<file path="config.mk">
export PLATFORM = sky130hd
export DESIGN_NAME = l1_l2_arbiter
export DESIGN_NICKNAME = d
export VERILOG_FILES = /design/src/rtl/l1_l2_arbiter.sv
export SDC_FILE = /design/constraint.sdc
export NUM_CORES = 1
export LEC_CHECK = 0
export BUFFER_PORTS_ARGS = -buffer_cell sky130_fd_sc_hd__buf_4
export CORE_AREA = 2 2 270 272
export CTS_CLUSTER_SIZE = 16
export DETAILED_ROUTE_END_ITERATION = 16
export DIE_AREA = 0 0 272 274
export PLACE_DENSITY_LB_ADDON = 0.3
export SYNTH_ARGS = -nofsm -noshare
export SYNTH_HDL_FRONTEND = slang
export SYNTH_SLANG_ARGS = --single-unit
</file>
<file path="constraint.sdc">
create_clock -name clk -period 2.75 [get_ports clk]
set_input_delay 0.275 -clock clk [delete_from_list [all_inputs] [get_ports clk]]
set_output_delay 0.275 -clock clk [all_outputs]
set_load 0.02 [all_outputs]
</file>
<file path="src/rtl/l1_l2_arbiter.sv">
`default_nettype none
// ============================================================================
// Module   : l1_l2_arbiter
// Purpose  : Serialises icache line reads and dcache line reads/writebacks
//            onto a single L2 port. Simultaneous requests are granted
//            alternately; the grant is held until L2 completes and the
//            completion pulse is routed to the winner only.
// Revision : 1.0 - initial release
// ============================================================================
module l1_l2_arbiter #(
  parameter int ADDR_WIDTH = 16,
  parameter int LINE_WIDTH = 128
) (
  input  logic                  clk,
  input  logic                  reset,
  // icache side
  input  logic                  i_read,
  input  logic [ADDR_WIDTH-1:0] i_address,
  output logic                  i_resp,
  output logic [LINE_WIDTH-1:0] i_rdata,
  // dcache side
  input  logic                  d_read,
  input  logic                  d_write,
  input  logic [ADDR_WIDTH-1:0] d_address,
  input  logic [LINE_WIDTH-1:0] d_wdata,
  output logic                  d_resp,
  output logic [LINE_WIDTH-1:0] d_rdata,
  // L2 side
  output logic                  l2_read,
  output logic                  l2_write,
  output logic [ADDR_WIDTH-1:0] l2_address,
  output logic [LINE_WIDTH-1:0] l2_wdata,
  input  logic                  l2_resp,
  input  logic [LINE_WIDTH-1:0] l2_rdata
);

  typedef enum logic [1:0] {
    ST_IDLE    = 2'd0,
    ST_SERVE_I = 2'd1,
    ST_SERVE_D = 2'd2
  } state_t;

  state_t                  r_state;
  state_t                  w_state_nxt;
  logic                    r_last_d;   // 1: last grant went to dcache
  logic [ADDR_WIDTH-1:0]   r_addr;
  logic [LINE_WIDTH-1:0]   r_wdata;
  logic                    r_write;

  logic                    w_i_req;
  logic                    w_d_req;
  logic                    w_grant_i;
  logic                    w_grant_d;
  logic                    w_busy;

  // Arbitration: only sampled in IDLE; a tie goes to whoever was not served last
  always_comb begin
    w_i_req   = i_read;
    w_d_req   = d_read | d_write;
    w_grant_d = (r_state == ST_IDLE) && w_d_req && (!w_i_req || !r_last_d);
    w_grant_i = (r_state == ST_IDLE) && w_i_req && !w_grant_d;
  end

  // Next state and all outputs; L2 is driven purely from latched registers
  always_comb begin
    w_state_nxt = r_state;
    w_busy      = (r_state != ST_IDLE) && !reset;
    l2_read     = 1'b0;
    l2_write    = 1'b0;
    l2_address  = '0;
    l2_wdata    = '0;
    i_resp      = 1'b0;
    d_resp      = 1'b0;
    i_rdata     = l2_rdata;
    d_rdata     = l2_rdata;

    if (w_busy) begin
      l2_read    = !r_write;
      l2_write   = r_write;
      l2_address = r_addr;
      l2_wdata   = r_wdata;
    end

    case (r_state)
      ST_IDLE: begin
        if (w_grant_d) begin
          w_state_nxt = ST_SERVE_D;
        end else if (w_grant_i) begin
          w_state_nxt = ST_SERVE_I;
        end
      end
      ST_SERVE_I: begin
        if (l2_resp) begin
          i_resp      = !reset;
          w_state_nxt = ST_IDLE;
        end
      end
      ST_SERVE_D: begin
        if (l2_resp) begin
          d_resp      = !reset;
          w_state_nxt = ST_IDLE;
        end
      end
      default: begin
        w_state_nxt = ST_IDLE;
      end
    endcase
  end

  // State register and request latch, captured on the granting edge
  always_ff @(posedge clk) begin
    if (reset) begin
      r_state  <= ST_IDLE;
      r_last_d <= 1'b0;
      r_addr   <= '0;
      r_wdata  <= '0;
      r_write  <= 1'b0;
    end else begin
      r_state <= w_state_nxt;
      if (w_grant_d) begin
        r_addr   <= d_address;
        r_wdata  <= d_wdata;
        r_write  <= d_write;   // write wins when both ops are asserted
        r_last_d <= 1'b1;
      end else if (w_grant_i) begin
        r_addr   <= i_address;
        r_wdata  <= '0;
        r_write  <= 1'b0;
        r_last_d <= 1'b0;
      end
    end
  end

endmodule
`default_nettype wire

</file>
Word-level counts from Yosys, hierarchy flattened --
Cells that the tools add are included.
Word-level totals: bits in registers 148
Cells by class: equality and inequality tests 4, multiplexer cells 18, bitwise operators 1, reductions and logical operators 16
Operators by type and width (count):
- $mux W128 | 3
- $mux W16 | 3
- $mux W1 | 8
- $mux W2 | 3
- $logic_and A1 B1 Y1 | 5
- $logic_not A1 Y1 | 5
- $pmux W2 S2 | 1
- $reduce_bool A2 Y1 | 2
- $ne A3 B3 Y1 const B | 1
- $eq A2 B1 Y1 const B | 1
- $eq A2 B2 Y1 const B | 1
- $logic_not A2 Y1 | 1
- $ne A2 B1 Y1 const B | 1
- $reduce_and A2 Y1 | 1
- $reduce_or A2 Y1 | 1
- $logic_or A1 B1 Y1 | 1
- $or A1 B1 Y1 | 1

Logic depth before layout (Yosys ltp) --
depth after elaboration 8, depth in mapped cells 7, depth with buffers taken out 5

Least setup slack after synthesis --
No wires, ideal clock.
kind flip-flop to output port, from reg r_state[0], to out l2_address[0], data arrival time 1.570 ns, required time 2.475 ns, slack 0.905 ns, stages on the path, launching flop included 7, cells stage by stage dfxtp_1 -> inv_1 -> ha_1 -> nor2_2 -> clkbuf_2 -> clkbuf_1 -> and2_1
On the way: cells in the longest elaborated chain, start to end 3
RTL lines:
- start, declared | RTL line 43 | state_t r_state;
- start signal, assigned | RTL line 119 | r_state <= w_state_nxt;
- $reduce_bool A2 Y1 | RTL line 67 | w_busy = (r_state != ST_IDLE) && !reset;
- $logic_and A1 B1 Y1 | RTL line 67
- $mux W16 | RTL line 77 | if (w_busy) begin
- end, declared | RTL line 31 | output logic [ADDR_WIDTH-1:0] l2_address,
No other way between the ends.

Worst setup path in the final report --
from reg r_state[0], to out l2_wdata[32]
On the way: cells in the longest elaborated chain, start to end 3
RTL lines:
- $reduce_bool A2 Y1 | RTL line 67
- $logic_and A1 B1 Y1 | RTL line 67
- $mux W128 | RTL line 77
- end, declared | RTL line 32 | output logic [LINE_WIDTH-1:0] l2_wdata,
No other way between the ends.

==> run summary <==
The combinational group share of total power came out at 38.8%. Summed over all nets, the half-perimeter wirelength after detailed placement is between 20 and 25 mm. The final-stage net count is around 1,300. The setup TNS came out at 0 ns. The first detailed-routing pass ran for 4 iterations. The number of vias in the routed layout came out at roughly 6,900.

For this run the aggregate overflow at the end of global routing stands at 0. The power share of the sequential group came out at 32.8%. For this design the static power due to leakage is about 4.3 nW. Synthesis produced a netlist with a net count of 1,275. The count of mapped cells out of synthesis is a little under 1,000. The layout overhead on the synthesized area is 27.46%. The number of antenna violations at the first check in global routing is 3. The number of clock sinks is between 100 and 150. The power density over cell area is approximately 900 mW/mm².

The die covers 0.07453 mm². The synthesized area per cell came out at 8.488 µm². The H-tree generated during clock tree synthesis spans 4 levels. At the end of routability-driven placement, the weighted congestion stood at 0.7126. Across the routed clock network, the largest skew measured is around 0.016 ns. The completed layout was analyzed and its total power is between 0.009 and 0.01 W. The largest fanout of any net on the critical path came out at 39. Setup repair after global routing left no endpoint under its margin. The number of pins exceeding their max-slew limit in the final report is 0.

The number of inserted filler cells in the final layout is 8,210. The maximum number of pins on one net before global-route repair came out at about 110. The switching portion of total power is between 30% and 40%. Ranked by total cell area, the synthesized netlist is headed by sky130_fd_sc_hd__dfxtp_1 36%, sky130_fd_sc_hd__buf_4 23%, sky130_fd_sc_hd__a32oi_1 14%. The count of nets left with antenna violations after detail routing is 0. The max-cap check violation count came out at 0. The synthesis warning total is 0. In this run the clock root is driven by a sky130_fd_sc_hd__clkbuf_16.

The number of primary I/O pins is between 600 and 700. The number of storage elements in the synthesis netlist came out at approximately 150. The area share of the leading cell type in the synthesized netlist came out at 35.69%. The starting density of the core is a little under an eighth.

The async set-reset flop share out of synthesis is 0%. The most common cell after layout, fill and taps aside is sky130_fd_sc_hd__buf_4. The clock passes through at most 2 buffers. The post-route fraction of the period consumed by the critical path came out at between 90% and 100%. The delay of the slowest critical-path stage came out at 0.34 ns. The total area inside the core boundary comes to between 0.07 and 0.08 mm². The path class of the tightest hold or removal check is in -> reg. The total DRC errors in the routed layout is 0. The iteration-0 DRC count of the detailed router is around 230. TritonCTS built the clock tree. Summed over all instances, the cell type with the most area after synthesis is sky130_fd_sc_hd__dfxtp_1. The standard-cell row count is 99.

At the pin with the least slew margin, the transition time is between 0.6 and 0.7 ns. The y dimension of the die is roughly 270 µm. Including well taps, the total number of placed cells is between 1,500 and 2,000. For this run, the top clock speed supported by timing is slightly below 400 MHz. Setup violations remaining at the end of the flow were counted as 0. By startpoint and endpoint, the worst setup path is classified as reg -> out.

The count of flip-flops with a built-in enable after synthesis came out at 0. Of the cells placed in the final design, the portion with a size suffix greater than 1 is a little over a third. The number of global-route vias before repair came to ~7,000. The worst hold path depth came out at 3.

The routed design has approximately 34 mm of wire. Among all flip-flop cells after synthesis, the most frequent one is sky130_fd_sc_hd__dfxtp_1. The most numerous cell type found on the critical path is sky130_fd_sc_hd__buf_4.

From left edge to right edge, the die measures 272 µm. The data required time of the worst path is ~2.5 ns. For the worst-skew pair, the clock arrives at the later sink with an insertion delay of 0.48 ns. Leaving out fill and tap cells, the most frequent cells in the layout are 318 x sky130_fd_sc_hd__buf_4, 148 x sky130_fd_sc_hd__dfxtp_1, 147 x sky130_fd_sc_hd__nor2_1. The part of the Yosys area used for sequential elements is approximately 36%. The startpoint type of the worst setup path is a register. The global-route usage over all layers came out at between 8 and 9%.

Summing every instance area after synthesis gives ~0.0083 mm². The flow ran to the end, and the final reports show no timing, DRC or antenna violations. The count of cells in the finished layout, fillers not included, comes to 1,970. After clock tree synthesis, the setup repair step added 0 buffers. The data arrival time of the critical path came out at ~2.2 ns.

The count of input and output buffers is ~310. The mean number of vias per cell is approximately 3.5. The slowest stage of the critical path is the sky130_fd_sc_hd__dfxtp_1 cell. After clock tree synthesis, the clock-pin slew on the worst setup and hold paths is around 0.08 ns. The repair_antennas step left the layout with diodes totalling 0. The clock network burns 28.4% of the power. The first global-routing pass estimated around 48 mm of wire. TritonCTS created 17 clock buffers. The relative slew slack came out at between 50% and 60%. The cell-internal power came out at roughly 0.0057 W. Traced cell by cell, the critical path runs through inv_1, ha_1, nor2_4, buf_4, buf_4, and2_1, buf_4.

The worst-case reg-to-reg path depth is 6. Synthesis instantiated 27 different standard cells from the library. The clock period minus worst slack is ~2.5 ns. STA classifies the critical path endpoint as an output port. The routed wire length per instance came out at 17.28 µm. The worst IR drop on VDD came out at between 0.5 and 0.6 mV. In this run the power spent charging and discharging nets is 0.003758 W. The final-report hold violation count came to 0.
==> per-layer routing <==
| metal | vias to the layer above | track usage [%] | part of all wire, % |
|---|---|---|---|
| met5 | - | 0.3209 | 0.12 |
| li1 | 3166 | - | - |
| met3 | 133 | 4.624 | 11 |
| met4 | 6 | 6.174 | 5.6 |
| met1 | 3212 | 9.085 | 37 |
| met2 | 382 | 13.67 | 46 |
==> timing repair <==
item / CTS / global route
endpoints found under the hold margin: 14 / 0
hold buffers: 14 / 0
resized for setup: 0 / 0
==> cells by family after synthesis <==
| logic type | count (synthesis) | share of synthesized area, % |
|---|---|---|
| flops | 148 | 35.69 |
| buf+inv | 341 | 27.49 |
| compound gates | 170 | 17.18 |
| simple gates | 316 | 19.19 |
| fa+ha+maj | 3 | 0.4522 |
==> critical path, delay by kind of cell, from the launching register on <==
kind / cells / cell delay [ns]
fa+ha+maj: 1 / 0.33
flops: 1 / 0.34
buf+inv: 4 / 0.71
simple gates: 2 / 0.37
==> state kept, by name, summed over array words and instances (netlist names) <==
signal and cells:
r_write 1, r_addr 16, r_wdata 128, r_state 2
r_last_d 1
==> through the flow <==
stage                     hold WS, ns  cell area [µm²]  utilization, %  setup slack (ns)
after floorplan                0.4364             8302               -            0.9054
after global placement         0.4566             9793           13.61            0.7595
after detailed placement       0.4649             9793           13.61            0.6772
after CTS                  0.00002398            10580           14.70            0.1202
after global routing          0.02267            10580           14.70           0.03489
final                         0.05235            10580           14.70            0.2321
==> cell type report <==
| class | instances | area (µm²) | share of cell area [%] |
|---|---|---|---|
| timing repair buffer | 340 | 2679 | 25.32 |
| tap | 959 | 1200 | 11.34 |
| inverter | 2 | 7.507 | 0.07095 |
| sequential | 148 | 2963 | 28.00 |
| clock inverter | 13 | 195.2 | 1.845 |
| clock buffer | 19 | 452.9 | 4.280 |
| multi-input combinational | 489 | 3084 | 29.15 |
==> power by group through the flow <==
| stage | Clock [W] | Sequential [W] | Combinational, W |
|---|---|---|---|
| after CTS | 0.00283 | 0.00312 | 0.00377 |
| after detailed placement | 0 | 0.00315 | 0.00374 |
| after global routing | 0.00288 | 0.00319 | 0.00406 |
| final | 0.00269 | 0.00311 | 0.00369 |
| after floorplan | 0 | 0.00301 | 0.00299 |
| after global placement | 0 | 0.00315 | 0.00369 |
==> synthesized netlist by cell type (all sizes together) (2+ instances only) <==
master  count
a32oi     128
a22oi       2
dfxtp     148
nor2      148
inv         2
and3b       2
a311oi     16
nor3        2
buf       288
ha          3
and2      145
nand3      16
o21ai      16
clkbuf     51
o31ai       3
==> final timing paths <==
check	end	from	slack, ns
setup / recovery	l2_wdata[32]	r_state[0]$_SDFFE_PP0P_	0.23
hold / removal	r_wdata[8]$_SDFFE_PP0P_	d_wdata[8]	0.05
setup reg to reg	r_addr[7]$_SDFFE_PP0P_	r_state[0]$_SDFFE_PP0P_	0.74
hold reg to reg	r_wdata[96]$_SDFFE_PP0P_	r_wdata[96]$_SDFFE_PP0P_	0.48
Power figures use the tool's default switching activity.
